File: src/rtl/alarm_slot_bank.sv
// Bank of NUM_SLOTS armed BCD alarm times checked against the running clock on each
// seconds tick. A ring/snooze state machine drives the buzzer, with auto-stop.
module alarm_slot_bank #(
  parameter int NUM_SLOTS  = 4,
  parameter int SLOT_W     = 2,
  parameter int SNOOZE_MIN = 5,
  parameter int RING_SECS  = 60
) (
  input  logic              clk,
  input  logic              reset,
  input  logic              wr_en,
  input  logic [SLOT_W-1:0] wr_slot,
  input  logic [7:0]        wr_hour,
  input  logic [7:0]        wr_min,
  input  logic [7:0]        wr_sec,
  input  logic              wr_arm,
  output logic              wr_err,
  input  logic [SLOT_W-1:0] rd_slot,
  output logic [7:0]        rd_hour,
  output logic [7:0]        rd_min,
  output logic [7:0]        rd_sec,
  output logic              rd_armed,
  input  logic [7:0]        cur_hour,
  input  logic [7:0]        cur_min,
  input  logic [7:0]        cur_sec,
  input  logic              sec_tick,
  input  logic              snooze,
  input  logic              stop,
  output logic              ringing,
  output logic [SLOT_W-1:0] ring_slot,
  output logic              alarm_pulse
);

  typedef enum logic [1:0] {S_IDLE, S_RING, S_SNOOZE} state_t;

  localparam logic [7:0] RING_LIMIT = 8'(RING_SECS);

  logic [7:0]           slot_hour_q [NUM_SLOTS];
  logic [7:0]           slot_min_q  [NUM_SLOTS];
  logic [7:0]           slot_sec_q  [NUM_SLOTS];
  logic [NUM_SLOTS-1:0] slot_arm_q;

  logic [7:0]  rd_hour_q, rd_min_q, rd_sec_q;
  logic        rd_armed_q, wr_err_q;
  state_t      state_q, state_d;
  logic [7:0]  ring_cnt_q, ring_cnt_d;
  logic [SLOT_W-1:0] ring_slot_q, ring_slot_d;
  logic        pulse_q, pulse_d;
  logic [7:0]  snz_hour_q, snz_hour_d, snz_min_q, snz_min_d, snz_sec_q, snz_sec_d;

  logic        wr_valid, wr_in_range, rd_in_range;
  logic        match_hit, snz_hit;
  logic [SLOT_W-1:0] match_idx;
  logic [6:0]  cur_min_bin, cur_hour_bin, snz_min_bin, snz_hour_bin;
  logic [7:0]  min_sum;

  function automatic logic [7:0] bin_to_bcd(input logic [6:0] v);
    return {4'(v / 7'd10), 4'(v % 7'd10)};
  endfunction

  assign wr_valid = ((wr_hour[7:4] < 4'd2 && wr_hour[3:0] <= 4'd9) ||
                     (wr_hour[7:4] == 4'd2 && wr_hour[3:0] <= 4'd3)) &&
                    (wr_min[7:4] <= 4'd5 && wr_min[3:0] <= 4'd9) &&
                    (wr_sec[7:4] <= 4'd5 && wr_sec[3:0] <= 4'd9);
  assign wr_in_range = int'(wr_slot) < NUM_SLOTS;
  assign rd_in_range = int'(rd_slot) < NUM_SLOTS;

  always_ff @(posedge clk or posedge reset) begin
    if (reset) begin
      for (int i = 0; i < NUM_SLOTS; i++) begin
        slot_hour_q[i] <= '0;
        slot_min_q[i]  <= '0;
        slot_sec_q[i]  <= '0;
      end
      slot_arm_q <= '0;
    end else if (wr_en && wr_valid && wr_in_range) begin
      slot_hour_q[wr_slot] <= wr_hour;
      slot_min_q[wr_slot]  <= wr_min;
      slot_sec_q[wr_slot]  <= wr_sec;
      slot_arm_q[wr_slot]  <= wr_arm;
    end
  end

  always_ff @(posedge clk or posedge reset) begin
    if (reset) begin
      rd_hour_q  <= '0;
      rd_min_q   <= '0;
      rd_sec_q   <= '0;
      rd_armed_q <= 1'b0;
      wr_err_q   <= 1'b0;
    end else begin
      rd_hour_q  <= rd_in_range ? slot_hour_q[rd_slot] : 8'h00;
      rd_min_q   <= rd_in_range ? slot_min_q[rd_slot]  : 8'h00;
      rd_sec_q   <= rd_in_range ? slot_sec_q[rd_slot]  : 8'h00;
      rd_armed_q <= rd_in_range ? slot_arm_q[rd_slot]  : 1'b0;
      wr_err_q   <= wr_en && !wr_valid;
    end
  end

  // Descending scan so the lowest matching index is the one left standing.
  always_comb begin
    match_hit = 1'b0;
    match_idx = '0;
    for (int i = NUM_SLOTS - 1; i >= 0; i--) begin
      if (slot_arm_q[i] && slot_hour_q[i] == cur_hour &&
          slot_min_q[i] == cur_min && slot_sec_q[i] == cur_sec) begin
        match_hit = 1'b1;
        match_idx = SLOT_W'(i);
      end
    end
  end

  assign snz_hit = (snz_hour_q == cur_hour) && (snz_min_q == cur_min) && (snz_sec_q == cur_sec);

  always_comb begin
    cur_min_bin  = 7'(cur_min[7:4]) * 7'd10 + 7'(cur_min[3:0]);
    cur_hour_bin = 7'(cur_hour[7:4]) * 7'd10 + 7'(cur_hour[3:0]);
    min_sum      = {1'b0, cur_min_bin} + 8'(SNOOZE_MIN);
    snz_min_bin  = 7'(min_sum);
    snz_hour_bin = cur_hour_bin;
    if (min_sum >= 8'd60) begin
      snz_min_bin  = 7'(min_sum - 8'd60);
      snz_hour_bin = (cur_hour_bin == 7'd23) ? 7'd0 : cur_hour_bin + 7'd1;
    end
  end

  always_comb begin
    state_d     = state_q;
    ring_cnt_d  = ring_cnt_q;
    ring_slot_d = ring_slot_q;
    pulse_d     = 1'b0;
    snz_hour_d  = snz_hour_q;
    snz_min_d   = snz_min_q;
    snz_sec_d   = snz_sec_q;
    case (state_q)
      S_IDLE: begin
        if (!stop && sec_tick && match_hit) begin
          state_d     = S_RING;
          ring_slot_d = match_idx;
          ring_cnt_d  = '0;
          pulse_d     = 1'b1;
        end
      end
      S_RING: begin
        if (stop) begin
          state_d = S_IDLE;
        end else if (snooze) begin
          state_d    = S_SNOOZE;
          snz_hour_d = bin_to_bcd(snz_hour_bin);
          snz_min_d  = bin_to_bcd(snz_min_bin);
          snz_sec_d  = cur_sec;
        end else if (sec_tick) begin
          ring_cnt_d = ring_cnt_q + 8'd1;
          if (ring_cnt_d == RING_LIMIT) state_d = S_IDLE;
        end
      end
      S_SNOOZE: begin
        if (stop) begin
          state_d = S_IDLE;
        end else if (sec_tick && snz_hit) begin
          state_d    = S_RING;
          ring_cnt_d = '0;
          pulse_d    = 1'b1;
        end
      end
      default: state_d = S_IDLE;
    endcase
  end

  always_ff @(posedge clk or posedge reset) begin
    if (reset) begin
      state_q     <= S_IDLE;
      ring_cnt_q  <= '0;
      ring_slot_q <= '0;
      pulse_q     <= 1'b0;
      snz_hour_q  <= '0;
      snz_min_q   <= '0;
      snz_sec_q   <= '0;
    end else begin
      state_q     <= state_d;
      ring_cnt_q  <= ring_cnt_d;
      ring_slot_q <= ring_slot_d;
      pulse_q     <= pulse_d;
      snz_hour_q  <= snz_hour_d;
      snz_min_q   <= snz_min_d;
      snz_sec_q   <= snz_sec_d;
    end
  end

  assign wr_err      = wr_err_q;
  assign rd_hour     = rd_hour_q;
  assign rd_min      = rd_min_q;
  assign rd_sec      = rd_sec_q;
  assign rd_armed    = rd_armed_q;
  assign ringing     = (state_q == S_RING);
  assign ring_slot   = ring_slot_q;
  assign alarm_pulse = pulse_q;

endmodule

File: config.mk
export PLATFORM = sky130hd
export DESIGN_NAME = alarm_slot_bank
export DESIGN_NICKNAME = d
export VERILOG_FILES = /design/src/rtl/alarm_slot_bank.sv
export SDC_FILE = /design/constraint.sdc
export NUM_CORES = 1
export LEC_CHECK = 0
export BUFFER_PORTS_ARGS = -buffer_cell sky130_fd_sc_hd__buf_2
export CAP_MARGIN = 10
export CORE_UTILIZATION = 55
export CTS_BUF_LIST = sky130_fd_sc_hd__clkbuf_2 sky130_fd_sc_hd__clkbuf_4 sky130_fd_sc_hd__clkbuf_8
export CTS_CLUSTER_SIZE = 12
export DETAILED_ROUTE_END_ITERATION = 7
export PLACE_DENSITY = 0.75
export SYNTH_ARGS = -nofsm -noshare
export SYNTH_HDL_FRONTEND = slang
export SYNTH_SLANG_ARGS = --single-unit
File: constraint.sdc
create_clock -name clk -period 6.35 [get_ports clk]
set_clock_uncertainty 0.15 [all_clocks]
set_input_delay 1.27 -clock clk [delete_from_list [all_inputs] [get_ports clk]]
set_output_delay 1.27 -clock clk [all_outputs]
set_load 0.005 [all_outputs]
# == Word level (Yosys, flattened, before mapping) ==
# Cells that the tools add are included.
# word_totals
register_bits,163
input_bits,59
# op_classes
add_sub_neg,6
n_mul,2
n_div,4
order_cmp,14
n_eq_ne,29
muxes,49
bitwise,3
n_reduce_logical,36
# op_table
op,n
equality test 8 bit,15
two-way mux 8 bit,13
bitwise mux 32 bit,3
binary-select mux 8 bit (select 2 bit),3
logical AND 1 bit,27
case mux 8 bit (3 select lines),1
two-way mux 2 bit,11
two-way mux 7 bit,3
demux 8 bit (select 2 bit),1
adder 7 x 4 -> 7 bit,2
divider 7 x 4 -> 7 bit (second input constant),2
modulo 7 x 4 -> 7 bit (second input constant),2
less-or-equal comparator 4 bit (second input constant),3
multiplier 4 x 3 -> 6 bit (second input constant),2
!= test 2 bit (second input constant),6
two-way mux 1 bit,9
adder 7 x 3 -> 8 bit (second input constant),1
adder 8 x 1 -> 8 bit (second input constant),1
equality test 8 x 6 -> 1 bit (second input constant),1
>= comparator 8 x 6 -> 1 bit (second input constant),1
less-or-equal comparator 4 x 3 -> 1 bit (second input constant),2
adder 7 x 1 -> 7 bit (second input constant),1
equality test 7 x 5 -> 1 bit (second input constant),1
AND reduction 7 bit,1
other kinds (27),31

# == Longest topological paths before layout ==
# Gate-level depths: netlist of run 1.
# logic_depth
depth_word,11
ltp_mapped,24
depth_no_buf,23

# == Worst setup path before layout of run 1 ==
# No wires, ideal clock.
# synth_path
path_type,input port to flip-flop
start,in cur_min[5]
end,reg snz_min_q[4]
t_arrival_ns,5.863
path_slack_ns,0.212
path_stages,22
n_path_buf,1
cell_sequence,ha_1 ha_1 inv_1 fa_1 a21boi_1 a22o_2 nor4_4 nor3_2 or3_1 buf_4 mux2i_1 or3b_4 and2_1 a21oi_1 nor2_1 a21oi_1 ha_1 inv_1 a2111o_1 o211a_1 o21a_1 mux2_2
# synth_via
elab_chain_cells,6
word_cells_on_any_way,7
classes_between,add/sub (3); mul (1); div (1); order compare (1); mux (1)
# synth_lines
element,line_no,text
"start, declared",24,"input logic [7:0] cur_min,"
multiplier 4 x 3 -> 6 bit (*),116,cur_min_bin = 7'(cur_min[7:4]) * 7'd10 + 7'(cur_min[3:0]);
adder 7 x 4 -> 7 bit (*),116,
adder 7 x 3 -> 8 bit (*),118,"min_sum = {1'b0, cur_min_bin} + 8'(SNOOZE_MIN);"
subtractor 7 x 6 -> 7 bit or >= comparator 8 x 6 -> 1 bit (tied branches),"122, 121",
two-way mux 7 bit (*),121,if (min_sum >= 8'd60) begin
divider 7 x 4 -> 7 bit (*),58,"return {4'(v / 7'd10), 4'(v % 7'd10)};"
"end signal, assigned",185,snz_min_q <= snz_min_d;
"end, declared",49,"logic [7:0] snz_hour_q, snz_hour_d, snz_min_q, snz_min_d, snz_sec_q, snz_sec_d;"
# Mark *: on every way between the ends. The rest lies on a longest branch, timed or not.
# A chain may end at the register's enable or synchronous reset.

# == Final worst setup path of run 1 ==
# Same ends and word-level chain as after synthesis.

==> impl_metrics.ini, run 1 <==
[worst_setup_path]
critical_path.cell_chain = buf_2, ha_1, ha_1, inv_1, fa_1, a21boi_1, a22o_2, nor4_4, nor3_2, or3_1, mux2i_1, or3b_4, and2_1, a21oi_1, nor2_1, a21oi_1, ha_1, inv_1, a2111o_1, o211a_1, o21a_1, mux2_2
worstSetupPathType = in2reg
crit_top_cell = ha_1
path_depth = 22
cp_top_family = simple AND/OR/NAND/NOR gates
endpoint = snz_min_q[4]
cp-end-kind = flop
r2r_setup_slack_ns = 3.27
worstReg2RegEnd = ring_cnt_q[2]
cp_slowest_cell = or3_1
critPathLaunchType = input port
critical_path_buf_inv_count = 3
r2r_start = slot_min_q[16]
worstPathMaxFanout = 8
ff2ff_path_depth = 12
crit_path_max_incr_delay_ns = 0.44
startpoint = cur_min[5]
required_ns = 6.55
cp.arrival_ns = 6.11

[timing]
fin_tns_setup_ns = 0
rsz0062_at_grt = no
relSlewSlack_pct = 31.0
drv_slew = 0
min_period_over_period_pct = 93.0
worstMarginPinSlew_ns = 1.03
fin_crit_ns = 5.91
setup_ws_ns = 0.442
setup_viol = 0
max_freq_ghz = 0.169
finalHoldViolations = 0

[synth]
synth_top_family_by_area = multiplexers
synth_common_cells = 163 x dfrtp_1, 89 x mux2_2, 87 x xor2_1, 70 x nand2_1, 57 x xnor2_1
synth_ff_type = dfrtp_1
yosysMostFrequentCell = dfrtp_1
syn-num-nets = 967
ys_ff_latch = 163
synth_area_um2 = 9770
synth.distinct_cells = 79
synthMuxAreaShare_pct = 17.0
synthXorXnorAreaFrac_pct = 13.3
synthAdderAreaFrac_pct = 3.51
ys_top_cells_by_area = dfrtp_1 42%, mux2_2 10%, xor2_1 7.8%
synth-edff-count = 0
synth_compound_area_share_pct = 9.50
post_synth.cell_area_avg_um2 = 11.1
yosys.area_share.simple_pct = 12.2
async_reset_ff_share_pct = 100
ys_warn_count = 0
ys_seq_area_share_pct = 41.7
yosysTopAreaCell = dfrtp_1
netlist_instances = 883
synth.top_cell.area_share_pct = 41.7

[clock_tree]
cts_setup_buffers = 0
ctsResizeCount = 0
clock_latency_ns = 0.47
clkTransAtPathRegs_ns = 0.08
cts_root_buf = clkbuf_8
htree_levels = 4
cts_tree = done
numCtsBuffers = 17
clk_path_buf_depth = 2
ctsHoldBuffers = 0
cts_sinks = 163

[final_layout]
drive_gt1_share_pct = 29.2
area_growth_pct = 11.5
fin_cells = 1203
design_area_um2 = 10900
final_nets = 1049
fill_cells = 1379
num_antenna_cells = 0

[outcome]
outcome = completed

[global_route]
grt_usage_pct = 28.5
grt_overflow_total = 0
grt_antenna_before_repair = 0
grt_max_degree = 119
grt_pass1_wl_um = 39000
grt_pass1_vias = 7244

[power]
irDropWorstVdd_mv = 0.194
p_leak_uw = 0.00529
power_density_nw_per_um2 = 259

[routing]
firstDrtPassIters = 5
ant_nets = 0
vias_per_cell = 6.09
num_vias = 7325
drt_iter0_drc = 466
wl_um = 24400
routedWlPerCell_um = 20.3
drc_errors = 0

[placed_design]
io_buffers = 88
dp_cells = 1171
hpwl_um = 17800
globalplace.congestion = 0.906
pre_cts_ws_ns = 0.0157
placed_cell_area_um2 = 10500

[die]
die_h_um = 135
fp-row-count = 48
chipWidth_um = 135
ioPinCount = 89
die-area_um2 = 18300
core_um2 = 17300
initial_core_util_pct = 56.5

[min_path]
hp-class = reg2reg

[flow_run]
drv_cap = 0
==> cells by family after synthesis <==
logic type | Yosys count
DFF | 163
xor gates and xnor gates | 146
AOI/OAI and AO/OA | 129
muxes | 123
adders and majority gates | 25
buffers and inverters | 68
and+or+nand+nor | 229
==> sequential cells by signal, summed over array words and instances (netlist names) <==
name / flops
rd_sec: 8
snz_hour_q: 8
ring_cnt_q: 8
snz_min_q: 8
rd_min: 8
snz_sec_q: 8
state_q: 2
ring_slot: 2
alarm_pulse: 1
wr_err: 1
rd_armed: 1
slot_arm_q: 4
rd_hour: 8
slot_hour_q: 32
slot_sec_q: 32
slot_min_q: 32
==> cell usage in the layout (no fill, tap or decap), drive strengths merged, types with 10 or more instances in the layout <==
master  synthesis  final
inv            16     20
mux2           90     90
xnor2          58     58
nor3           18     18
o21ai          40     40
o31ai          10     10
nor4           19     19
xor2           87     87
nor2           29     29
a21oi          19     19
nand4          19     19
ha             21     21
dfrtp         163    163
and2           17     17
mux4           25     25
clkbuf         38     18
nand2          70     70
nand3          21     21
buf            14    115
==> worst min-delay path by stage <==
stage | start | end | depth (start not counted)
3_3_place_gp | ring_cnt_q[7] | ring_cnt_q[7] | 1
4_1_cts | snz_sec_q[4] | snz_sec_q[4] | 2
6_report | snz_sec_q[4] | snz_sec_q[4] | 2
2_1_floorplan | ring_cnt_q[7] | ring_cnt_q[7] | 1
3_5_place_dp | snz_sec_q[4] | snz_sec_q[4] | 2
5_1_grt | snz_min_q[7] | snz_min_q[7] | 2
==> worst register-to-register path: stages (launching register included) <==
cell and delay [ns]:
dfrtp_1 0.42, xor2_1 0.22, nor4_1 0.36, nand3_1 0.11
nor3_1 0.32, nand4_1 0.24, nand2_1 0.16, o21ai_0 0.09
mux2i_1 0.15, mux2i_1 0.08, or2_2 0.36, o21ai_0 0.18
o21ai_0 0.11
==> final cells by class <==
type | count | area (um^2) | share of cell area [%]
Timing Repair Buffer | 115 | 643 | 5.90
Clock inverter | 14 | 154 | 1.41
Sequential cell | 163 | 4080 | 37.4
Multi-Input combinational cell | 652 | 5420 | 49.8
Tap cell | 225 | 282 | 2.58
Clock buffer | 18 | 248 | 2.27
Inverter | 16 | 65.1 | 0.597
==> metal layers <==
layer | wire [um] | vias to the layer above | GRT usage (%)
met1 | 10700 | 3683 | 38.7
met3 | 1640 | 44 | 6.29
met2 | 11500 | 271 | 45.2
met4 | 553 | 0 | 9.68
li1 | - | 3327 | -
met5 | 0 | - | 0
==> metrics by stage <==
step                      total power (uW)  utilization, %  hold WS [ns]
after global routing                  2980            63.0         0.368
final                                 2820            63.0         0.353
after floorplan                       1800               -         0.295
after CTS                             2820            63.0         0.354
after detailed placement              2060            60.7         0.334
after global placement                2040            60.7         0.321
==> where the power goes <==
part | internal [uW] | switching, uW
combinational | 394 | 553
sequential | 1080 | 30.2
clock | 364 | 406
Note: power is estimated with default switching activity, not from simulation.
==> run 2, diff against run 1 <==
- CORE_ASPECT_RATIO: default -> 0.6
==> impl_metrics.ini, run 2 (same netlist as run 1, synthesis figures left out) <==
[power]
power_density_nw_per_um2 = 262
p_clk_share_pct = 26.7
pwr-share-seq_pct = 38.6
swShare_pct = 35.7
irDropWorstVdd_mv = 0.157
p_comb_share_pct = 34.6
power.switching_uw = 1020
p_leak_uw = 0.00531
total_power_uw = 2870
p_int_uw = 1840

[worst_setup_path]
cp_slowest_cell = fa_1
worstSetupPathType = in2reg
critical_path.cell_chain = buf_2, ha_1, ha_1, inv_1, fa_1, a21boi_1, a22o_2, nor4_4, nor3_2, o31ai_2, xor2_1, nor2_1, or3b_4, and2_1, a21oi_1, nor2_1, a21oi_1, ha_1, inv_1, a2111o_1, o211a_1, o21a_1, mux2_2
crit_top_cell = ha_1
cp-end-kind = flop
required_ns = 6.58
worstPathMaxFanout = 4
cp.arrival_ns = 6.13
crit_path_max_incr_delay_ns = 0.48
critPathLaunchType = input port

[routing]
routedWlPerCell_um = 21.3
drc_errors = 0
wl_um = 26000
drt_iter0_drc = 818
num_vias = 7372
vias_per_cell = 6.04
firstDrtPassIters = 6
ant_nets = 0

[clock_tree]
cts_root_buf = clkbuf_8
ctsHoldBuffers = 0
cts_tree = done
cts_sinks = 163
clkTransAtPathRegs_ns = 0.10
numCtsBuffers = 17
clk_path_buf_depth = 2
htree_levels = 4
ctsResizeCount = 0
cts_setup_buffers = 0
clock_latency_ns = 0.48

[die]
die-area_um2 = 18300
core_um2 = 17300
chipWidth_um = 174
ioPinCount = 89
die_h_um = 105
fp-row-count = 37
initial_core_util_pct = 56.6

[placed_design]
hpwl_um = 19600
pre_cts_ws_ns = -0.0107
globalplace.congestion = 0.959
io_buffers = 88

[final_layout]
mostFrequentLayoutCells = 163 x dfrtp_1, 89 x mux2_2, 88 x buf_2
final_nets = 1057
reg.largest.list = slot_hour_q: 32 flops, slot_min_q: 32 flops, slot_sec_q: 32 flops
drive_gt1_share_pct = 29.8
fill_cells = 1368
final_common_cell = dfrtp_1
area_growth_pct = 12.1
num_antenna_cells = 0

[flow_run]
drv_cap = 0

[global_route]
grt_antenna_before_repair = 0
grt_pass1_wl_um = 40600
grt_overflow_total = 0
grt_max_degree = 61
grt_usage_pct = 29.6
grt_pass1_vias = 6970

[timing]
max_freq_ghz = 0.169
setup_ws_ns = 0.448
rsz0062_at_grt = no
drv_slew = 0
finalHoldViolations = 0
setup_viol = 0
min_period_over_period_pct = 92.9
worstMarginPinSlew_ns = 0.883
relSlewSlack_pct = 41.1
fin_crit_ns = 5.90

[min_path]
hp-class = reg2reg

[outcome]
outcome = completed
-- run 2: cell types whose count changed in the layout (fill, tap and decap cells not counted) --
cell | previous run | this run
buf_4 | 27 | 35
clkbuf_8 | 18 | 17
clkinv_2 | 2 | 3
clkinv_4 | 3 | 1
clkinvlp_4 | 3 | 5
-- run 2: critical path: cells and delay by family --
| kind | cells | cell delay [ns] |
|---|---|---|
| fa+ha+maj | 4 | 1.16 |
| compound gates | 8 | 1.75 |
| mux | 1 | 0.26 |
| xor+xnor | 1 | 0.28 |
| simple gates | 6 | 1.15 |
| buf+inv | 3 | 0.25 |
-- run 2: final timing paths --
kind	startpoint	end	slack, ns	depth (start not counted)
min in group asynchronous	reset	slot_hour_q[3]	0.69	2
hold / removal	snz_min_q[7]	snz_min_q[7]	0.36	2
hold reg to reg	snz_min_q[7]	snz_min_q[7]	0.36	2
setup / recovery	cur_min[5]	snz_min_q[4]	0.45	23
max in group asynchronous	reset	rd_sec[5]	4.25	3
setup reg to reg	slot_min_q[16]	ring_cnt_q[4]	3.08	12
-- run 2: power groups by stage --
| stage | sequential, uW | clock, uW | combinational [uW] |
|---|---|---|---|
| global route | 1110 | 814 | 1080 |
| CTS | 1110 | 773 | 973 |
| detailed placement | 1130 | 0 | 968 |
| finish | 1110 | 766 | 992 |
| global placement | 1130 | 0 | 977 |
| floorplan | 1120 | 0 | 682 |
-- run 2: metrics by stage --
| step | cells | TNS [ns] | util, % | hold slack [ns] | area (um^2) |
|---|---|---|---|---|---|
| 6_report | 1220 | 0 | 63.4 | 0.357 | 11000 |
| 5_1_grt | 1220 | 0 | 63.4 | 0.380 | 11000 |
| 4_1_cts | 1220 | 0 | 63.4 | 0.359 | 11000 |
| 3_5_place_dp | 1188 | -0.0107 | 61.2 | 0.336 | 10600 |
| 3_3_place_gp | 1188 | 0 | 61.2 | 0.325 | 10600 |
| 2_1_floorplan | 883 | 0 | - | 0.295 | 9770 |
-- run 2: final cells by class --
type                       instances  area [um^2]  share of cell area [%]
multi-input combinational        652         5420                    49.5
sequential                       163         4080                    37.2
timing repair buffer             123          703                    6.42
tap                              234          293                    2.67
clock buffer                      17          234                    2.14
clock inverter                    15          156                    1.43
inverter                          16         65.1                   0.594
-- run 2: layer usage --
layer / vias up / GRT usage, % / part of all wire [%]
li1: 3363 / - / -
met1: 3609 / 46.9 / 48
met2: 375 / 38.4 / 40
met3: 25 / 9.45 / 11
met4: 0 / 7.21 / 0.99
met5: - / 0 / 0
